$ cat src/rtl/count_display_pkg.sv
// Shared constants and the hex-to-segment decode for the count display.
package count_display_pkg;

   localparam int unsigned NUM_DIGITS = 4;
   localparam logic [6:0]  SEG_BLANK  = 7'h7F;

   // Active-low {g,f,e,d,c,b,a} pattern for one hex digit.
   function automatic logic [6:0] hex_to_seg(input logic [3:0] v);
      logic [6:0] s;
      unique case (v)
         4'h0: s = 7'b1000000;
         4'h1: s = 7'b1111001;
         4'h2: s = 7'b0100100;
         4'h3: s = 7'b0110000;
         4'h4: s = 7'b0011001;
         4'h5: s = 7'b0010010;
         4'h6: s = 7'b0000010;
         4'h7: s = 7'b1111000;
         4'h8: s = 7'b0000000;
         4'h9: s = 7'b0010000;
         4'hA: s = 7'b0001000;
         4'hB: s = 7'b0000011;
         4'hC: s = 7'b1000110;
         4'hD: s = 7'b0100001;
         4'hE: s = 7'b0000110;
         default: s = 7'b0001110;
      endcase
      return s;
   endfunction

endpackage

$ cat src/rtl/count_sync_filter.sv
// Two-flop synchroniser on the ripple-counter bits followed by a stability
// filter that emits a one-cycle accept once the value has held long enough.
module count_sync_filter
   import count_display_pkg::*;
#(
   parameter int unsigned STABLE_CYCLES = 4
) (
   input  logic       clk_i,
   input  logic       rst_ni,
   input  logic [3:0] count_i,
   output logic [3:0] value_o,
   output logic       accept_o
);

   localparam logic [3:0] StableMax = 4'(STABLE_CYCLES);

   logic [3:0] meta_q, sync_q, prev_q, value_q;
   logic [3:0] cnt_q, cnt_d;
   logic       accept_q, accept_d;
   logic       changed;

   // Run-length of identical synchronised samples, saturating at the threshold.
   always_comb begin
      changed  = (sync_q != prev_q);
      cnt_d    = changed ? 4'd1 : ((cnt_q == StableMax) ? StableMax : cnt_q + 4'd1);
      // Fire only on the cycle the threshold is first reached by this run.
      accept_d = (cnt_d == StableMax) && (changed || (cnt_q != StableMax));
   end

   // Synchroniser, filter state and registered accept/value.
   always_ff @(posedge clk_i or negedge rst_ni) begin
      if (!rst_ni) begin
         meta_q   <= '0;
         sync_q   <= '0;
         prev_q   <= '0;
         cnt_q    <= '0;
         accept_q <= 1'b0;
         value_q  <= '0;
      end else begin
         meta_q   <= count_i;
         sync_q   <= meta_q;
         prev_q   <= sync_q;
         cnt_q    <= cnt_d;
         accept_q <= accept_d;
         if (accept_d) value_q <= sync_q;
      end
   end

   assign value_o  = value_q;
   assign accept_o = accept_q;

endmodule

$ cat src/rtl/count_display_driver.sv
// Filters the ripple-counter value, keeps a four-deep history of distinct
// settled values and scans them onto a multiplexed active-low 7-seg display.
module count_display_driver
   import count_display_pkg::*;
#(
   parameter int unsigned REFRESH_DIV   = 100000,
   parameter int unsigned STABLE_CYCLES = 4
) (
   input  logic       clock_in,
   input  logic       reset,
   input  logic [3:0] count_in,
   output logic [6:0] seg,
   output logic       dp,
   output logic [3:0] an,
   output logic       new_value
);

   localparam logic [19:0] RefreshLast = 20'(REFRESH_DIV - 1);

   logic [3:0] flt_value;
   logic       flt_accept;

   logic [NUM_DIGITS-1:0][3:0] hist_q, hist_d;
   logic [NUM_DIGITS-1:0]      valid_q, valid_d;
   logic [19:0]                refresh_q, refresh_d;
   logic [1:0]                 idx_q, idx_d;
   logic [6:0]                 seg_q, seg_d;
   logic                       dp_q, dp_d;
   logic [3:0]                 an_q, an_d;
   logic                       new_value_q, push;
   logic                       wrap;

   count_sync_filter #(
      .STABLE_CYCLES (STABLE_CYCLES)
   ) u_filter (
      .clk_i    (clock_in),
      .rst_ni   (reset),
      .count_i  (count_in),
      .value_o  (flt_value),
      .accept_o (flt_accept)
   );

   // History push, scan advance and next display contents.
   always_comb begin
      hist_d  = hist_q;
      valid_d = valid_q;
      push    = 1'b0;
      if (flt_accept && (!valid_q[0] || (flt_value != hist_q[0]))) begin
         push    = 1'b1;
         hist_d  = {hist_q[NUM_DIGITS-2:0], flt_value};
         valid_d = {valid_q[NUM_DIGITS-2:0], 1'b1};
      end

      wrap      = (refresh_q == RefreshLast);
      refresh_d = wrap ? '0 : refresh_q + 20'd1;
      idx_d     = wrap ? idx_q + 2'd1 : idx_q;

      // Display uses the post-push history so a same-edge push shows at once.
      an_d  = ~(4'b0001 << idx_d);
      seg_d = valid_d[idx_d] ? hex_to_seg(hist_d[idx_d]) : SEG_BLANK;
      dp_d  = !((idx_d == 2'd0) && valid_d[0]);
   end

   // History, scan and output registers.
   always_ff @(posedge clock_in or negedge reset) begin
      if (!reset) begin
         hist_q      <= '0;
         valid_q     <= '0;
         refresh_q   <= '0;
         idx_q       <= '0;
         seg_q       <= SEG_BLANK;
         dp_q        <= 1'b1;
         an_q        <= 4'hF;
         new_value_q <= 1'b0;
      end else begin
         hist_q      <= hist_d;
         valid_q     <= valid_d;
         refresh_q   <= refresh_d;
         idx_q       <= idx_d;
         seg_q       <= seg_d;
         dp_q        <= dp_d;
         an_q        <= an_d;
         new_value_q <= push;
      end
   end

   assign seg       = seg_q;
   assign dp        = dp_q;
   assign an        = an_q;
   assign new_value = new_value_q;

endmodule
$ cat config.mk
export PLATFORM = sky130hd
export DESIGN_NAME = count_display_driver
export DESIGN_NICKNAME = d
export VERILOG_FILES = /design/src/rtl/count_display_pkg.sv /design/src/rtl/count_sync_filter.sv /design/src/rtl/count_display_driver.sv
export SDC_FILE = /design/constraint.sdc
export NUM_CORES = 1
export LEC_CHECK = 0
export ABC_AREA = 0
export CAP_MARGIN = 30
export CORE_ASPECT_RATIO = 2
export CORE_UTILIZATION = 54
export CTS_BUF_LIST = sky130_fd_sc_hd__clkbuf_8 sky130_fd_sc_hd__clkbuf_16
export DETAILED_ROUTE_END_ITERATION = 6
export PLACE_DENSITY = 0.86
export SLEW_MARGIN = 20
export SYNTH_ARGS = -nofsm -noshare
export SYNTH_HDL_FRONTEND = slang
export SYNTH_SLANG_ARGS = --single-unit
$ cat constraint.sdc
create_clock -name clock_in -period 3.3 [get_ports clock_in]
set_clock_uncertainty 0.05 [all_clocks]
set_input_delay 0.99 -clock clock_in [delete_from_list [all_inputs] [get_ports clock_in]]
set_output_delay 0.99 -clock clock_in [all_outputs]
set_load 0.01 [all_outputs]
=== Yosys cells after proc, flatten, opt, wreduce, memory -nomap -nowiden ===
Memory sizes are Yosys's and may differ from the RTL's.
Cells that the tools add are included.

* Add/sub/neg operators: 3
* Bitwise operators: 1
* Shifts and indexed selects: 1
* Order comparisons: 1
* Multiplexer cells: 12
* Reductions and logical operators: 8
* Equality and inequality tests: 6

{| class="wikitable"
|+ Operator list
! cell !! count
|-
| adder 20 x 1 -> 20 bit (second input constant) || 1
|-
| == test 20 x 17 -> 1 bit (second input constant) || 1
|-
| 2-to-1 mux 20 bit || 1
|-
| 2-to-1 mux 16 bit || 1
|-
| 2-to-1 mux 4 bit || 4
|-
| binary-select mux 4 bit (select 2 bit) || 1
|-
| == test 4 x 3 -> 1 bit (second input constant) || 2
|-
| inequality test 4 bit || 2
|-
| 2-to-1 mux 7 bit || 1
|-
| adder 4 x 1 -> 4 bit (second input constant) || 1
|-
| inequality test 4 x 3 -> 1 bit (second input constant) || 1
|-
| inverter 4 bit || 1
|-
| left shift 1 x 2 -> 4 bit (first input constant) || 1
|-
| logical AND 1 bit || 3
|-
| < comparator 2 x 3 -> 1 bit (second input constant) || 1
|-
| adder 2 x 1 -> 2 bit (second input constant) || 1
|-
| binary-select mux 1 bit (select 2 bit) || 1
|-
| logical NOT 1 bit || 2
|-
| logical NOT 2 bit || 1
|-
| logical OR 1 bit || 2
|-
| 2-to-1 mux 1 bit || 2
|-
| 2-to-1 mux 2 bit || 1
|}

* Register bits after elaboration: 76
* Memories kept: 1
* Output and inout bits: 13
* Memory bits (read-only): 112
* Logic and storage cells: 50

{| class="wikitable"
|+ Memories
! name !! words !! bits a word !! read ports !! clocked after memory_dff !! write ports !! line !! text
|-
| (no name shown) || 16 || 7 || 1 || 0 || 0 || count_display_pkg.sv:10 || <nowiki>unique case (v)</nowiki>
|}

=== Depth between registers and ports, before layout ===
An unclocked memory read counts as a cell.

* Depth in word-level cells: 8
* Mapped depth: 14

=== Cells and area by module ===
From an unflattened synthesis, not the netlist that was laid out.

* Cells, all modules: 368
* Area total of the unflattened synthesis: 3902.5 um^2

{| class="wikitable"
|+ Modules (own cells, without submodules)
! module !! sequential area each (um^2) !! cells an instance !! area each (um^2) !! times used
|-
| count_display_driver || 1391.3 || 316 || 3148.0 || 1
|-
| count_sync_filter || 525.5 || 52 || 754.5 || 1
|}

=== Least setup slack after synthesis ===
OpenSTA, ideal clock, no wires.

* Kind: register -> register
* From: register hist_q[3] in the netlist's numbering
* To: register seg_q[0], in the netlist seg[0]
* Period minus slack after synthesis: 3.241 ns
* Stages on the path, launching flop included: 15
* Required time: 3.164 ns
* Slack: 0.059 ns
* Setup time: 0.086 ns
* Data arrival time: 3.105 ns
* Cells stage by stage: dfrtp_1 xnor2_1 nand4_2 o21ai_4 buf_2 mux2_2 a22oi_1 o22ai_1 nor2_1 inv_1 ha_1 inv_1 nor2_1 mux2_2 a2111o_1

{| class="wikitable"
|+ RTL lines
! what !! line !! text
|-
| start: declaration || count_display_driver.sv:23 || <nowiki>logic [NUM_DIGITS-1:0][3:0] hist_q, hist_d;</nowiki>
|-
| start signal: assignment || count_display_driver.sv:76 || <nowiki>hist_q <= hist_d;</nowiki>
|-
| end signal: assignment || count_display_driver.sv:80 || <nowiki>seg_q <= seg_d;</nowiki>
|-
| end: declaration || count_display_driver.sv:27 || <nowiki>logic [6:0] seg_q, seg_d;</nowiki>
|}

==> impl_metrics.env <==
export IMPL_worst_slew_margin_rel_pct=65.5
export IMPL_hold_path_depth=0
export IMPL_count_of_state_elements_after_synthesis=76
export IMPL_route_antenna_remaining_nets=0
export IMPL_design_die_area_sq_mm=0.00709
export IMPL_globalplace_congestion=0.912
export IMPL_layout_common_cells="dfrtp_1 (62), nor2_1 (29), nand2_1 (28)"
export IMPL_synthesis_area_sq_mm=0.00364
export IMPL_layout_commonest_cell="dfrtp_1"
export IMPL_grt_overflow=0
export IMPL_initial_utilization_pct=55.4
export IMPL_timing_rr_start="u_filter.value_o[2]$_DFFE_PN0P_"
export IMPL_grt_setup_unrepaired="true"
export IMPL_worst_path_max_fanout=6
export IMPL_cts_inserted_buffers=9
export IMPL_end_of_the_worst_register_to_register_path="seg[0]$_DFF_PN1_"
export IMPL_antenna_found_initial=0
export IMPL_placedCellCount=444
export IMPL_tightest_slew_ns=0.518
export IMPL_floorplan_die_width_microns=60.0
export IMPL_final_setup_viol_count=0
export IMPL_min_delay_start="u_filter.meta_q[2]$_DFF_PN0_"
export IMPL_timing_max_transition_violations_final=0
export IMPL_fp_dieH_microns=118
export IMPL_power_frac_clock_pct=54.3
export IMPL_worst_ir_drop_vdd_mv=0.356
export IMPL_post_synth_edffs=0
export IMPL_max_cap_viol_count=0
export IMPL_overall_track_demand_over_capacity_in_global_routing_pct=25.5
export IMPL_power_leakage_nw=2.05
export IMPL_p_int_mw=1.80
export IMPL_dominantRegCellSynth="dfrtp_1"
export IMPL_via_count_of_the_first_global_routing_pass=2887
export IMPL_netlist_cell_type_count=53
export IMPL_dp_final_hpwl_microns=5280
export IMPL_syn_nets=348
export IMPL_final_min_clock_period_ns=3.24
export IMPL_power_frac_seq_pct=42.8
export IMPL_power_switching_share_pct=19.8
export IMPL_synthArstFlopShare_pct=100
export IMPL_outcome="completed"
export IMPL_largest_net_degree_at_the_start_of_global_routing=77
export IMPL_first_iter_violations=153
export IMPL_num_antenna_cells=0
export IMPL_worst_setup_hold_path_clk_slew_ns=0.06
export IMPL_worst_setup_path_start_kind="register"
export IMPL_yosysWarningCount=0
export IMPL_tritoncts_clock_tree="done"
export IMPL_numClockSinks=76
export IMPL_worst_r2r_path_depth=13
export IMPL_drive_gt1_share_pct=24.6
export IMPL_worst_setup_path_end_kind="register"
export IMPL_critical_path_required_ns=3.51
export IMPL_place_port_buffers=18
export IMPL_final_cell_count_no_fill=466
export IMPL_vias=2722
export IMPL_cts_root_buffer="clkbuf_16"
export IMPL_max_clock_path_buffers=2
export IMPL_crit_type="register to register"
export IMPL_synth_top_cell_by_area="dfrtp_1"
export IMPL_combinationalPowerShare_pct=2.9
export IMPL_worst_hold_slack_ns=0.293
export IMPL_hold_viol_final=0
export IMPL_clock_latency_ns=0.34
export IMPL_area_growth_pct=24.3
export IMPL_grt_pass1_wl_microns=13300
export IMPL_cts_max_level=3
export IMPL_fmax_mhz=308
export IMPL_worstHoldEndpoint="u_filter.sync_q[2]$_DFF_PN0_"
export IMPL_synthesis_instances=333
export IMPL_core_rowCount=42
export IMPL_worst_ep_arrival_time_ns=3.46
export IMPL_power_net_switching_mw=0.445
export IMPL_layout_nets=388
export IMPL_r2r_setup_slack_ns=0.06
export IMPL_post_drt_wl_per_cell_microns=17.7
export IMPL_timing_final_crit_share_pct=98.3
export IMPL_drc_errors=0
export IMPL_synth_top_area_share_pct=44.0
export IMPL_iteration_count_of_the_initial_detailed_routing_pass=5
export IMPL_avgViaCountPerCell=5.84
export IMPL_power_density_mw_per_mm2=496
export IMPL_drt_wl_total_microns=8260
export IMPL_core_area_sq_mm=0.00657
export IMPL_postSynthAreaPerCell_sq_um=10.9
export IMPL_synthTopCellsByArea="dfrtp_1 (44%), dfstp_2 (8.7%), mux2_2 (5.0%)"
export IMPL_synth_sequential_area_ratio_pct=52.7
export IMPL_pin_count=19
export IMPL_worstSetupStartpoint="u_filter.value_o[2]$_DFFE_PN0P_"
export IMPL_min_path_type="register to register"
## cells by family after synthesis
logic type	share of synthesized area, %
and+or+nand+nor	16.5
DFF	52.7
AOI/OAI and AO/OA	9.70
buffers and inverters	3.47
xor gates and xnor gates	6.74
muxes	7.77
adders and majority gates	3.10
## what timing repair did
item / 4_1_cts / 5_1_grt
setup buffers: 2 / 4
pin swaps: 1 / 8
hold buffers: 0 / 0
setup endpoints to repair: 2 / 4
gates resized for setup: 3 / 22
gates cloned: 0 / 0
hold endpoints to repair: 0 / 0
## registers in the layout, indices dropped and copies added, names as in the netlist
name / cells
u_filter.cnt_q: 4
u_filter.sync_q: 4
new_value: 1
u_filter.accept_o: 1
refresh_q: 20
an: 4
idx_q: 2
hist_q: 16
u_filter.prev_q: 4
valid_q: 4
u_filter.value_o: 4
seg: 7
u_filter.meta_q: 4
dp: 1
## final cells by class
cell class                 instances  area [sq um]
inverter                          23          86.3
clock inverter                     7           145
clock buffer                       9           225
tap                               88           110
fill                             465          2050
timing repair buffer              37           338
sequential                        76          1920
multi-input combinational        226          1700
## power groups by stage
stage               Sequential, mW  Combinational [mW]  Clock, mW
floorplan                    0.975              0.0223          0
global placement             0.974              0.0626          0
detailed placement           0.975              0.0645          0
CTS                          0.959              0.0662       1.23
global route                 0.960              0.0739       1.28
finish                       0.959              0.0661       1.22
## worst max-delay path by stage
stage                                  end  slack [ns]  cells past startpoint
final                     seg[0]$_DFF_PN1_        0.06                     13
after CTS                 seg[3]$_DFF_PN1_        0.02                     13
after global routing      seg[0]$_DFF_PN1_       -0.09                     13
after detailed placement  seg[0]$_DFF_PN1_        0.05                     13
after floorplan           seg[0]$_DFF_PN1_        0.06                     14
after global placement    seg[0]$_DFF_PN1_        0.19                     13
## per-stage QoR
stage | cell area, sq um | TNS (ns) | utilization (%) | worst slack [ns] | total power [mW]
CTS | 4400 | 0 | 67.0 | 0.0196 | 2.26
finish | 4520 | 0 | 68.8 | 0.0563 | 2.24
detailed placement | 3990 | 0 | 60.8 | 0.0483 | 1.04
floorplan | 3640 | 0 | - | 0.0591 | 0.997
global placement | 3990 | 0 | 60.8 | 0.186 | 1.04
global route | 4520 | -0.167 | 68.8 | -0.0915 | 2.31
## synthesized netlist by cell type, types with 7 or more instances
cell     number
dfrtp_1      64
nor2_1       29
nand2_1      28
inv_1        21
mux2_2       16
xnor2_1      16
a21oi_1      15
nand3_1      13
o21ai_0      13
dfstp_2      12
xor2_1       12
ha_1          9
mux2i_1       8
nor3_1        7
## worst max-delay path, stage by stage, from the launching register on
cell and delay [ns]:
dfrtp_1 0.45, xnor2_2 0.22, nand4_2 0.20, o21ai_4 0.31, mux2_4 0.36, a22oi_2 0.19, o22ai_2 0.13, nor2_1 0.18
inv_1 0.09, ha_2 0.21, inv_1 0.10, nor2_1 0.05, mux2_2 0.27, a2111o_1 0.34
## per-layer routing
layer	global-route usage, %	vias up	wire length, microns	share of wire [%]
met4	17.9	0	443	5.4
met3	6.70	42	334	4.0
met5	0	-	0	0
met1	26.1	1355	2910	35
li1	-	1237	-	-
met2	42.7	88	4570	55
No activity file was read; power rests on OpenSTA's default activity.
